File: src/rtl/instr_decode_buffer.sv
// Decoded-instruction FIFO: RV32 words are decoded at enqueue and the decoded record is queued.
// Optional macro DECODE_SYSTEM_EN makes the SYSTEM opcode decode as an I-format instruction.
module instr_decode_buffer #(
    parameter int DEPTH    = 4,
    parameter int PC_WIDTH = 32
) (
    input  logic                       clk,
    input  logic                       reset,
    input  logic                       in_valid,
    output logic                       in_ready,
    input  logic [31:0]                in_instr,
    input  logic [PC_WIDTH-1:0]        in_pc,
    input  logic                       flush,
    output logic [$clog2(DEPTH):0]     count,
    output logic                       out_valid,
    input  logic                       out_ready,
    output logic [PC_WIDTH-1:0]        out_pc,
    output logic [6:0]                 out_opcode,
    output logic [2:0]                 out_fmt,
    output logic [4:0]                 out_rd,
    output logic [4:0]                 out_rs1,
    output logic [4:0]                 out_rs2,
    output logic [2:0]                 out_funct3,
    output logic [6:0]                 out_funct7,
    output logic [31:0]                out_imm,
    output logic                       out_illegal
);
    localparam int PW = $clog2(DEPTH);
    localparam int CW = PW + 1;

    localparam logic [2:0] FMT_R    = 3'd0;
    localparam logic [2:0] FMT_I    = 3'd1;
    localparam logic [2:0] FMT_S    = 3'd2;
    localparam logic [2:0] FMT_B    = 3'd3;
    localparam logic [2:0] FMT_U    = 3'd4;
    localparam logic [2:0] FMT_J    = 3'd5;
    localparam logic [2:0] FMT_NONE = 3'd7;

    localparam logic [6:0] OPC_LOAD     = 7'b0000011;
    localparam logic [6:0] OPC_MISC_MEM = 7'b0001111;
    localparam logic [6:0] OPC_OP_IMM   = 7'b0010011;
    localparam logic [6:0] OPC_AUIPC    = 7'b0010111;
    localparam logic [6:0] OPC_STORE    = 7'b0100011;
    localparam logic [6:0] OPC_OP       = 7'b0110011;
    localparam logic [6:0] OPC_LUI      = 7'b0110111;
    localparam logic [6:0] OPC_BRANCH   = 7'b1100011;
    localparam logic [6:0] OPC_JALR     = 7'b1100111;
    localparam logic [6:0] OPC_JAL      = 7'b1101111;
    localparam logic [6:0] OPC_SYSTEM   = 7'b1110011;

    typedef struct packed {
        logic [PC_WIDTH-1:0] pc;
        logic [6:0]          opcode;
        logic [2:0]          fmt;
        logic [4:0]          rd;
        logic [4:0]          rs1;
        logic [4:0]          rs2;
        logic [2:0]          funct3;
        logic [6:0]          funct7;
        logic [31:0]         imm;
        logic                illegal;
    } dec_t;

    dec_t           mem_q [DEPTH];
    dec_t           mem_d [DEPTH];
    logic [PW-1:0]  wr_ptr_q, wr_ptr_d;
    logic [PW-1:0]  rd_ptr_q, rd_ptr_d;
    logic [CW-1:0]  count_q, count_d;
    dec_t           dec;
    dec_t           head;
    logic           push, pop;

    always_comb begin
        dec        = '0;
        dec.pc     = in_pc;
        dec.opcode = in_instr[6:0];
        dec.rd     = in_instr[11:7];
        dec.funct3 = in_instr[14:12];
        dec.rs1    = in_instr[19:15];
        dec.rs2    = in_instr[24:20];
        dec.funct7 = in_instr[31:25];
        case (in_instr[6:0])
            OPC_OP:                                     dec.fmt = FMT_R;
            OPC_LOAD, OPC_OP_IMM, OPC_JALR, OPC_MISC_MEM: dec.fmt = FMT_I;
`ifdef DECODE_SYSTEM_EN
            OPC_SYSTEM:                                 dec.fmt = FMT_I;
`else
            OPC_SYSTEM:                                 dec.fmt = FMT_NONE;
`endif
            OPC_STORE:                                  dec.fmt = FMT_S;
            OPC_BRANCH:                                 dec.fmt = FMT_B;
            OPC_LUI, OPC_AUIPC:                         dec.fmt = FMT_U;
            OPC_JAL:                                    dec.fmt = FMT_J;
            default:                                    dec.fmt = FMT_NONE;
        endcase
        if (dec.fmt != FMT_R) dec.funct7 = '0;
        case (dec.fmt)
            FMT_I: begin
                dec.imm = {{20{in_instr[31]}}, in_instr[31:20]};
                dec.rs2 = '0;
            end
            FMT_S: begin
                dec.imm = {{20{in_instr[31]}}, in_instr[31:25], in_instr[11:7]};
                dec.rd  = '0;
            end
            FMT_B: begin
                dec.imm = {{19{in_instr[31]}}, in_instr[31], in_instr[7],
                           in_instr[30:25], in_instr[11:8], 1'b0};
                dec.rd  = '0;
            end
            FMT_U, FMT_J: begin
                dec.imm    = (dec.fmt == FMT_U) ? {in_instr[31:12], 12'b0}
                           : {{11{in_instr[31]}}, in_instr[31], in_instr[19:12],
                              in_instr[20], in_instr[30:21], 1'b0};
                dec.rs1    = '0;
                dec.rs2    = '0;
                dec.funct3 = '0;
            end
            default: dec.imm = '0;
        endcase
        // Illegal entries keep only opcode and pc so downstream can report the fault address.
        if (in_instr[1:0] != 2'b11 || dec.fmt == FMT_NONE) begin
            dec.fmt     = FMT_NONE;
            dec.rd      = '0;
            dec.rs1     = '0;
            dec.rs2     = '0;
            dec.funct3  = '0;
            dec.funct7  = '0;
            dec.imm     = '0;
            dec.illegal = 1'b1;
        end
    end

    assign in_ready  = (count_q < CW'(DEPTH));
    assign out_valid = (count_q != '0);
    assign push      = in_valid && in_ready;
    assign pop       = out_valid && out_ready;
    assign count     = count_q;

    always_comb begin
        mem_d    = mem_q;
        wr_ptr_d = wr_ptr_q;
        rd_ptr_d = rd_ptr_q;
        count_d  = count_q;
        if (flush) begin
            wr_ptr_d = '0;
            rd_ptr_d = '0;
            count_d  = '0;
        end else begin
            if (push) begin
                mem_d[wr_ptr_q] = dec;
                wr_ptr_d        = wr_ptr_q + 1'b1;
            end
            if (pop) rd_ptr_d = rd_ptr_q + 1'b1;
            if (push && !pop) count_d = count_q + 1'b1;
            else if (pop && !push) count_d = count_q - 1'b1;
        end
    end

    always_ff @(posedge clk) begin
        if (reset) begin
            wr_ptr_q <= '0;
            rd_ptr_q <= '0;
            count_q  <= '0;
        end else begin
            wr_ptr_q <= wr_ptr_d;
            rd_ptr_q <= rd_ptr_d;
            count_q  <= count_d;
        end
    end

    // Storage needs no reset: the head is masked to zero whenever the buffer is empty.
    always_ff @(posedge clk) begin
        mem_q <= mem_d;
    end

    assign head        = out_valid ? mem_q[rd_ptr_q] : '0;
    assign out_pc      = head.pc;
    assign out_opcode  = head.opcode;
    assign out_fmt     = head.fmt;
    assign out_rd      = head.rd;
    assign out_rs1     = head.rs1;
    assign out_rs2     = head.rs2;
    assign out_funct3  = head.funct3;
    assign out_funct7  = head.funct7;
    assign out_imm     = head.imm;
    assign out_illegal = head.illegal;
endmodule

File: config.mk
export PLATFORM = sky130hd
export DESIGN_NAME = instr_decode_buffer
export DESIGN_NICKNAME = d
export VERILOG_FILES = /design/src/rtl/instr_decode_buffer.sv
export SDC_FILE = /design/constraint.sdc
export NUM_CORES = 1
export LEC_CHECK = 0
export CAP_MARGIN = 20
export CORE_MARGIN = 5
export CORE_UTILIZATION = 60
export DETAILED_ROUTE_END_ITERATION = 10
export PLACE_DENSITY = 0.84
export SKIP_CTS_REPAIR_TIMING = 1
export SLEW_MARGIN = 5
export SYNTH_ARGS = -nofsm -noshare
export SYNTH_HDL_FRONTEND = slang
export SYNTH_SLANG_ARGS = --single-unit
File: constraint.sdc
create_clock -name clk -period 9.69 [get_ports clk]
set_input_delay 2.907 -clock clk [delete_from_list [all_inputs] [get_ports clk]]
set_output_delay 2.907 -clock clk [all_outputs]
set_load 0.005 [all_outputs]
# After elaboration in Yosys (flattened, before gate mapping)
# Cells that the tools add are included.
word_totals:
  reg_bits: 407
  mem_bits_rw: 0
  romBits: 0
  latch_bits: 0
  input_bits: 69
  memories: 0
  output_inout_bits: 105
classes:
  n_shift: 0
  n_eq_ne: 17
  order_cmp: 4
  bitwise: 3
  reduce_logical: 18
  div_mod_pow: 0
  n_addsub: 4
  multipliers: 0
  n_mux: 18
op_table:
  columns: ["cell", "n"]
  rows:
  - ["$bwmux 400", 1]
  - ["$mux 100", 4]
  - ["$bmux 100 s2", 1]
  - ["$demux 100 s2", 1]
  - ["$pmux 32 s4", 1]
  - ["$mux 61", 1]
  - ["$mux 31", 1]
  - ["$eq 7x6->1 const B", 3]
  - ["$eq 7x7->1 const B", 3]
  - ["$pmux 3 s6", 1]
  - ["$mux 5", 3]
  - ["$eq 7x5->1 const B", 2]
  - ["$eq 3x3->1 const B", 3]
  - ["$mux 3", 3]
  - ["$reduce_or 2->1", 4]
  - ["$eq 7x2->1 const B", 1]
  - ["$eq 7x4->1 const B", 1]
  - ["$mux 7", 1]
  - ["$eq 3x2->1 const B", 2]
  - ["$ge 3x3->1 const B", 2]
  - ["$not 2->3", 2]
  - ["$reduce_bool 3->1", 2]
  - ["$logic_and 1x1->1", 5]
  - ["$add 2x1->2 const B", 2]
  - ["other kinds (13)", 14]

# Depth between registers and ports, before layout
# Gate-level depths: netlist of run 1.
logic_depth:
  ltp_word: 8
  ltp_mapped: 9
  ltp_nobuf: 8

# Least setup slack after synthesis of run 1
# Ideal clock, no wire load.
synth_timing:
  path_type: "in2reg"
  from: "input port in_valid"
  to: "register mem_q[0] (netlist bit) (enable)"
  n_path_buf: 0
  setup_slack_ps: 3469
  setup_time_ps: 471
  arrival_ps: 5750
  cell_stages: 3
  path_cell_list: "nor2b_1 nor2b_1 and2_1"
synth_via:
  elab_chain_len: 2
synth_lines:
  columns: ["item", "line", "rtl"]
  rows:
  - ["start, declared", "9", "input logic in_valid,"]
  - ["$logic_and 1x1->1", "136", "assign push = in_valid && in_ready;"]
  - ["$reduce_and 2->1 (no source line)", null, null]
  - ["end signal, assigned", "174", "mem_q <= mem_d;"]
  - ["end, declared", "64", "dec_t mem_q [DEPTH];"]
# Every way passes these cells.
# A chain may end at the register's enable or synchronous reset.

# Final worst setup path of run 1
layout_timing:
  from: "register rd_ptr_q[0]"
  to: "output port out_rd[1]"
layout_via:
  elab_chain_len: 5
layout_lines:
  columns: ["item", "line", "rtl"]
  rows:
  - ["start, declared", "67", "logic [PW-1:0] rd_ptr_q, rd_ptr_d;"]
  - ["start signal, assigned", "167", "rd_ptr_q <= rd_ptr_d;"]
  - ["$not 2->3 (implied by the code)", "177", "assign head = out_valid ? mem_q[rd_ptr_q] : '0;"]
  - ["$bmux 100 s2", "177", null]
  - ["$mux 100 (implied by the code) (2 in a row)", "177", null]
  - ["$mux 100", "177", null]
  - ["end, declared", "20", "output logic [4:0] out_rd,"]
# Every way passes these cells. The select of a mux whose other input is x is not followed.

==> results of run 1 <==
synthesized netlist by cell type, types with 6 or more instances:
library cell and count:
a21o_1 19, a21oi_1 8, and2_1 130, and3_1 7, buf_2 19, buf_6 8
clkbuf_1 14, dfxtp_1 7, edfxtp_1 400, inv_1 6, mux4_2 100, nand2_1 10
nor2_1 14
metrics by stage:
| stage | setup slack (ps) | hold WS, ps | util [%] | cells | instance area [µm²] |
|---|---|---|---|---|---|
| floorplan | 3470 | 508 | - | 801 | 16300 |
| global placement | 3770 | 512 | 68.2 | 1281 | 18300 |
| detailed placement | 3660 | 523 | 68.2 | 1281 | 18300 |
| CTS | 3430 | 531 | 72.6 | 1348 | 19500 |
| global route | 3220 | 611 | 72.6 | 1349 | 19500 |
| finish | 3490 | 528 | 72.6 | 1349 | 19500 |
flip-flops by register name, indices dropped and copies added (netlist names):
| signal | cells |
|---|---|
| mem_q | 400 |
| count | 3 |
| rd_ptr_q | 2 |
| wr_ptr_q | 2 |
power groups by stage:
| stage | Sequential [mW] | Combinational, mW | Clock, mW |
|---|---|---|---|
| floorplan | 2.00 | 0.170 | 0 |
| global placement | 2.01 | 0.357 | 0 |
| detailed placement | 2.01 | 0.365 | 0 |
| CTS | 1.97 | 0.367 | 1.44 |
| global route | 1.97 | 0.386 | 1.53 |
| finish | 1.97 | 0.360 | 1.42 |
final timing paths:
| check | startpoint | end | slack, ps | cells after the start |
|---|---|---|---|---|
| worst max-delay path | rd_ptr_q[0] | out_rd[1] | 3490 | 4 |
| worst min-delay path | count[2] | count[2] | 530 | 2 |
| worst max register to register | count[2] | mem_q[243] | 6670 | 4 |
| worst min register to register | count[2] | count[2] | 530 | 2 |
cell families after synthesis:
family                     Yosys count
AOI/OAI and AO/OA                   47
DFF                                407
buffers and inverters               49
adders and majority gates            6
and+or+nand+nor                    185
muxes                              102
xor gates and xnor gates             5
critical path: cells and delay by family (launching register included):
family,cells,cell delay (ps)
buffers and inverters,2,990
flip-flops,1,930
multiplexers,1,570
AND/OR/NAND/NOR,1,170
per-layer routing:
layer  vias up  global-route usage (%)
met1      4173                    30.2
met3        46                    4.48
met2       320                    35.8
met4         0                    5.60
li1       3559                       -
met5         -                       0
cell type report:
type	instances	area, µm²	area share, %
flip-flops and latches	407	12200	62.5
multi-input cells	345	3850	19.8
repair buffers	182	1810	9.31
clock buffers	51	1080	5.57
well taps	341	427	2.19
clock inverters	16	110	0.566
inverters	6	22.5	0.116
diodes	1	2.50	0.0129
==> impl_metrics.yaml, run 1 <==
setup_path:
  worstPathArrival_ps: 3300
  worstPathMaxFanout: 59
  path_cells: "buf_12, mux4_2, and2_1, clkdlybuf4s50_1"
  critPathLaunchType: "flop"
  cp.required_ps: 6780
  cpMaxStageDelayCell: "dfxtp_4"
  end_kind: "primary output"
  worstSetupPathType: "flop to primary output"
  critPathMaxStageDelay_ps: 930
logic_synthesis:
  synth-compound-area-share_pct: 2.04
  synth.top_cells.by_area: "edfxtp_1 74%, mux4_2 14%, and2_1 5.0%"
  ys_seq_area_share_pct: 74.7
  synth_top_family_by_area: "multiplexers"
  synth_fa_ha_area_share_pct: 0.508
  syn_area_per_cell_um2: 20.3
  syn_area_mm2: 0.0163
  synth-simple-area-share_pct: 6.79
  synth_enable_flop_cells: 400
  synth_flop_cell: "edfxtp_1"
  synth.mux.area_fraction_pct: 14.0
  synth_xor_area_share_pct: 0.269
  ys_ff_latch: 407
  synth_top_area_share_pct: 73.9
  synthCells: 801
  yosys_warnings: 0
  synth-async-reset-ratio_pct: 0
  yosysUniqueCellTypes: 41
  yosysTopAreaCell: "edfxtp_1"
  postSynthNetCount: 876
cells_and_area:
  area_growth_pct: 19.7
  finish.net_count: 1057
  nFillCells: 1587
  final_cell_mix: "400 x edfxtp_1, 173 x clkdlybuf4s50_1, 126 x and2_1"
  drive_gt1_share_pct: 17.4
  layout_commonest_cell: "edfxtp_1"
power_and_ir_drop:
  p_leak_nw: 6.49
  ir_worst_vdd_v: 0.000175
  total_power_mw: 3.75
  internal-power_mw: 2.97
  power_frac_clock_pct: 37.8
  seqPwrFrac_pct: 52.6
  swShare_pct: 20.7
  p_per_area_mw_per_mm2: 193
  switching_power_mw: 0.777
  p_comb_share_pct: 9.6
drt:
  vias_per_cell: 6.00
  drc_errors: 0
  vias: 8098
  met2_wirelength_mm: 16.5
  avgRoutedWirePerCell_um: 24.2
  drt_iter0_drc: 650
  dr.pass1.iters: 5
  drtAntennaViolNets: 0
  wirelength_met1_mm: 13.2
  route.met3.wl_mm: 2.27
  wl_mm: 32.7
  routed.top_layer: "met4"
grt:
  antenna_found_initial: 1
  grt_start_max_net_pins: 104
  grtUsageTotal_pct: 21.6
  grt_pass1_vias: 8620
  grt_first_pass_wirelength_mm: 50.6
  gr-total-overflow: 0
clocking:
  insertion_delay_ps: 530
  cts.sinks: 407
  cts_tree: "done"
  root_buffer: "clkbuf_16"
  htree_levels: 2
  clk_pin_slew_ps: 60
  cts_buffers: 40
  cts_buffer_depth: 3
timing:
  drv_slew: 0
  fin_crit_ps: 6200
  final.period_utilization_pct: 64.0
  clock.fmax_ghz: 0.161
  finalHoldViolCount: 0
  clock_skew_ps: 13.2
  grt_setup_unrepaired: "no"
  setup_violations: 0
  totalNegativeSetupSlack_ps: 0
  worstMarginPinSlew_ps: 1000
  relSlewSlack_pct: 33.3
floorplan:
  rows: 60
  die_y_um: 175
  die_w_um: 175
  core_mm2: 0.0268
  dieArea_mm2: 0.0305
  io_pins: 174
  initial_utilization_pct: 60.7
place:
  gp_congestion: 0.799
  port-buffer-count: 173
  dp_hpwl_mm: 19.4
flow_run:
  maxCapViolCount: 0
hold_path:
  min_path_type: "flop to flop"
status:
  status: "completed"
Power figures use the tool's default switching activity.
==> run 2: changes to the inputs <==
Settings changed: CORE_UTILIZATION 60 to 51, PLACE_DENSITY 0.84 to 0.76.
Clock period 9.69 ns to 5.69 ns, I/O delays scaled along.
==> run 2 against run 1 <==
Effect of this change: cell area up 1.6%; global-route usage fell by 2.5 points; critical path depth unchanged; clock-buffer cell count rose by 1; die area is 17% higher; setup slack got worse by 2500 ps; power increased by 75%; clock power up 79%; clock skew up 5.3 ps; cell count up 5.9%; critical path type unchanged.
==> impl_metrics.yaml, run 2 (same netlist as run 1, synthesis figures left out) <==
grt:
  grt_start_max_net_pins: 69
  gr-total-overflow: 0
  grt_first_pass_wirelength_mm: 52.3
  grt_pass1_vias: 8774
  antenna_found_initial: 2
  grtUsageTotal_pct: 19.2
setup_path:
  worstPathArrival_ps: 3020
  cp.required_ps: 3980
  cpMaxStageDelayCell: "dfxtp_4"
  critPathLaunchType: "flop"
  worstSetupPathType: "flop to primary output"
  r2r_end: "count[2]"
  r2r_cells: 8
  critPathMaxStageDelay_ps: 880
  r2r-start: "count[2]"
  path_cells: "buf_4, mux4_2, and2_1, clkdlybuf4s50_1"
  timing.critical_path.to: "out_opcode[5]"
  worstPathMaxFanout: 38
  cp-startpoint: "rd_ptr_q[0]"
  end_kind: "primary output"
  r2r_slack_ps: 2960
timing:
  totalNegativeSetupSlack_ps: 0
  finalHoldViolCount: 0
  fin_crit_ps: 4720
  relSlewSlack_pct: 33.7
  setup_violations: 0
  worstMarginPinSlew_ps: 994
  fin_ws_ps: 967
  clock_skew_ps: 18.5
  final.period_utilization_pct: 83.0
  grt_setup_unrepaired: "no"
  hold-worst-slack_ps: 560
  clock.fmax_ghz: 0.212
  drv_slew: 0
power_and_ir_drop:
  p_leak_nw: 6.60
  total_power_mw: 6.54
  power_frac_clock_pct: 38.9
  p_comb_share_pct: 9.8
  switching_power_mw: 1.38
  seqPwrFrac_pct: 51.3
  swShare_pct: 21.1
  ir_worst_vdd_v: 0.000270
  p_per_area_mw_per_mm2: 331
  internal-power_mw: 5.16
cells_and_area:
  area_growth_pct: 21.6
  nFillCells: 2182
  final_cell_mix: "400 x edfxtp_1, 173 x clkdlybuf4s50_1, 126 x and2_1"
  layout_commonest_cell: "edfxtp_1"
  largest_reg_flops: 400
  antenna_cells: 0
  drive_gt1_share_pct: 18.3
  finish.net_count: 1069
  largest-register: "mem_q"
  register_area_mm2: 0.0122
  multi_input_area_mm2: 0.00385
floorplan:
  io_pins: 174
  core_mm2: 0.0316
  die_w_um: 189
  rows: 65
  die_y_um: 189
  initial_utilization_pct: 51.5
  dieArea_mm2: 0.0356
place:
  gp_congestion: 0.762
  port-buffer-count: 173
  pre_cts_ws_ps: 1390
  dp_hpwl_mm: 20.9
drt:
  vias_per_cell: 5.74
  drtAntennaViolNets: 0
  wl_mm: 34.0
  vias: 8199
  drt_iter0_drc: 531
  drc_errors: 0
  dr.pass1.iters: 5
  avgRoutedWirePerCell_um: 23.8
clocking:
  insertion_delay_ps: 530
  cts.sinks: 407
  htree_levels: 2
  cts_buffers: 42
  root_buffer: "clkbuf_16"
  cts_buffer_depth: 3
  cts_tree: "done"
  clk_pin_slew_ps: 60
status:
  status: "completed"
hold_path:
  min_path_type: "flop to flop"
flow_run:
  maxCapViolCount: 0
## run 2: cell count changes in the layout (fill, tap and decap cells not counted), sizes merged
| cell | previous run | this run |
|---|---|---|
| buf | 9 | 19 |
| clkinv | 14 | 20 |
| inv | 6 | 8 |
| bufinv | 1 | 2 |
| clkbuf | 51 | 52 |
| clkinvlp | 1 | 0 |
| diode | 1 | 0 |
## run 2: final cells by class
cell class / instances / share of cell area [%]
clock buffers: 52 / 5.61
clock inverters: 24 / 0.835
inverters: 6 / 0.114
multi-input cells: 345 / 19.5
flip-flops and latches: 407 / 61.5
well taps: 402 / 2.54
repair buffers: 192 / 9.92
## run 2: critical path: cells and delay by family, from the launching register on
family        cells  cell delay [ps]
flops             1              880
buf+inv           2              850
mux               1              570
simple gates      1              170
## run 2: worst min path at each step
stage / start / end / slack, ps / cells past startpoint
global route: count[0] / count[0] / 590 / 2
CTS: count[2] / count[2] / 570 / 2
detailed placement: count[2] / count[2] / 560 / 2
finish: count[2] / count[2] / 560 / 2
global placement: count[2] / count[2] / 530 / 2
floorplan: count[2] / count[2] / 510 / 2
## run 2: per-stage QoR
step	cell area [µm²]	utilization (%)	std cells
finish	19800	62.6	1428
global route	19800	62.6	1428
CTS	19700	62.6	1427
detailed placement	18500	58.5	1351
global placement	18500	58.5	1351
floorplan	16300	-	801
## run 2: routing by layer
metal	track usage [%]	vias up	share of wire [%]
met2	30.5	314	48
met4	5.16	4	2.3
met5	0	-	0.065
met3	3.87	53	6.9
li1	-	3596	-
met1	27.6	4232	42
## run 2: power groups by stage
| stage | clock, mW | sequential [mW] | combinational, mW |
|---|---|---|---|
| after floorplan | 0 | 3.41 | 0.289 |
| after global placement | 0 | 3.42 | 0.635 |
| after detailed placement | 0 | 3.42 | 0.643 |
| after CTS | 2.60 | 3.36 | 0.646 |
| after global routing | 2.73 | 3.36 | 0.695 |
| final | 2.54 | 3.36 | 0.644 |
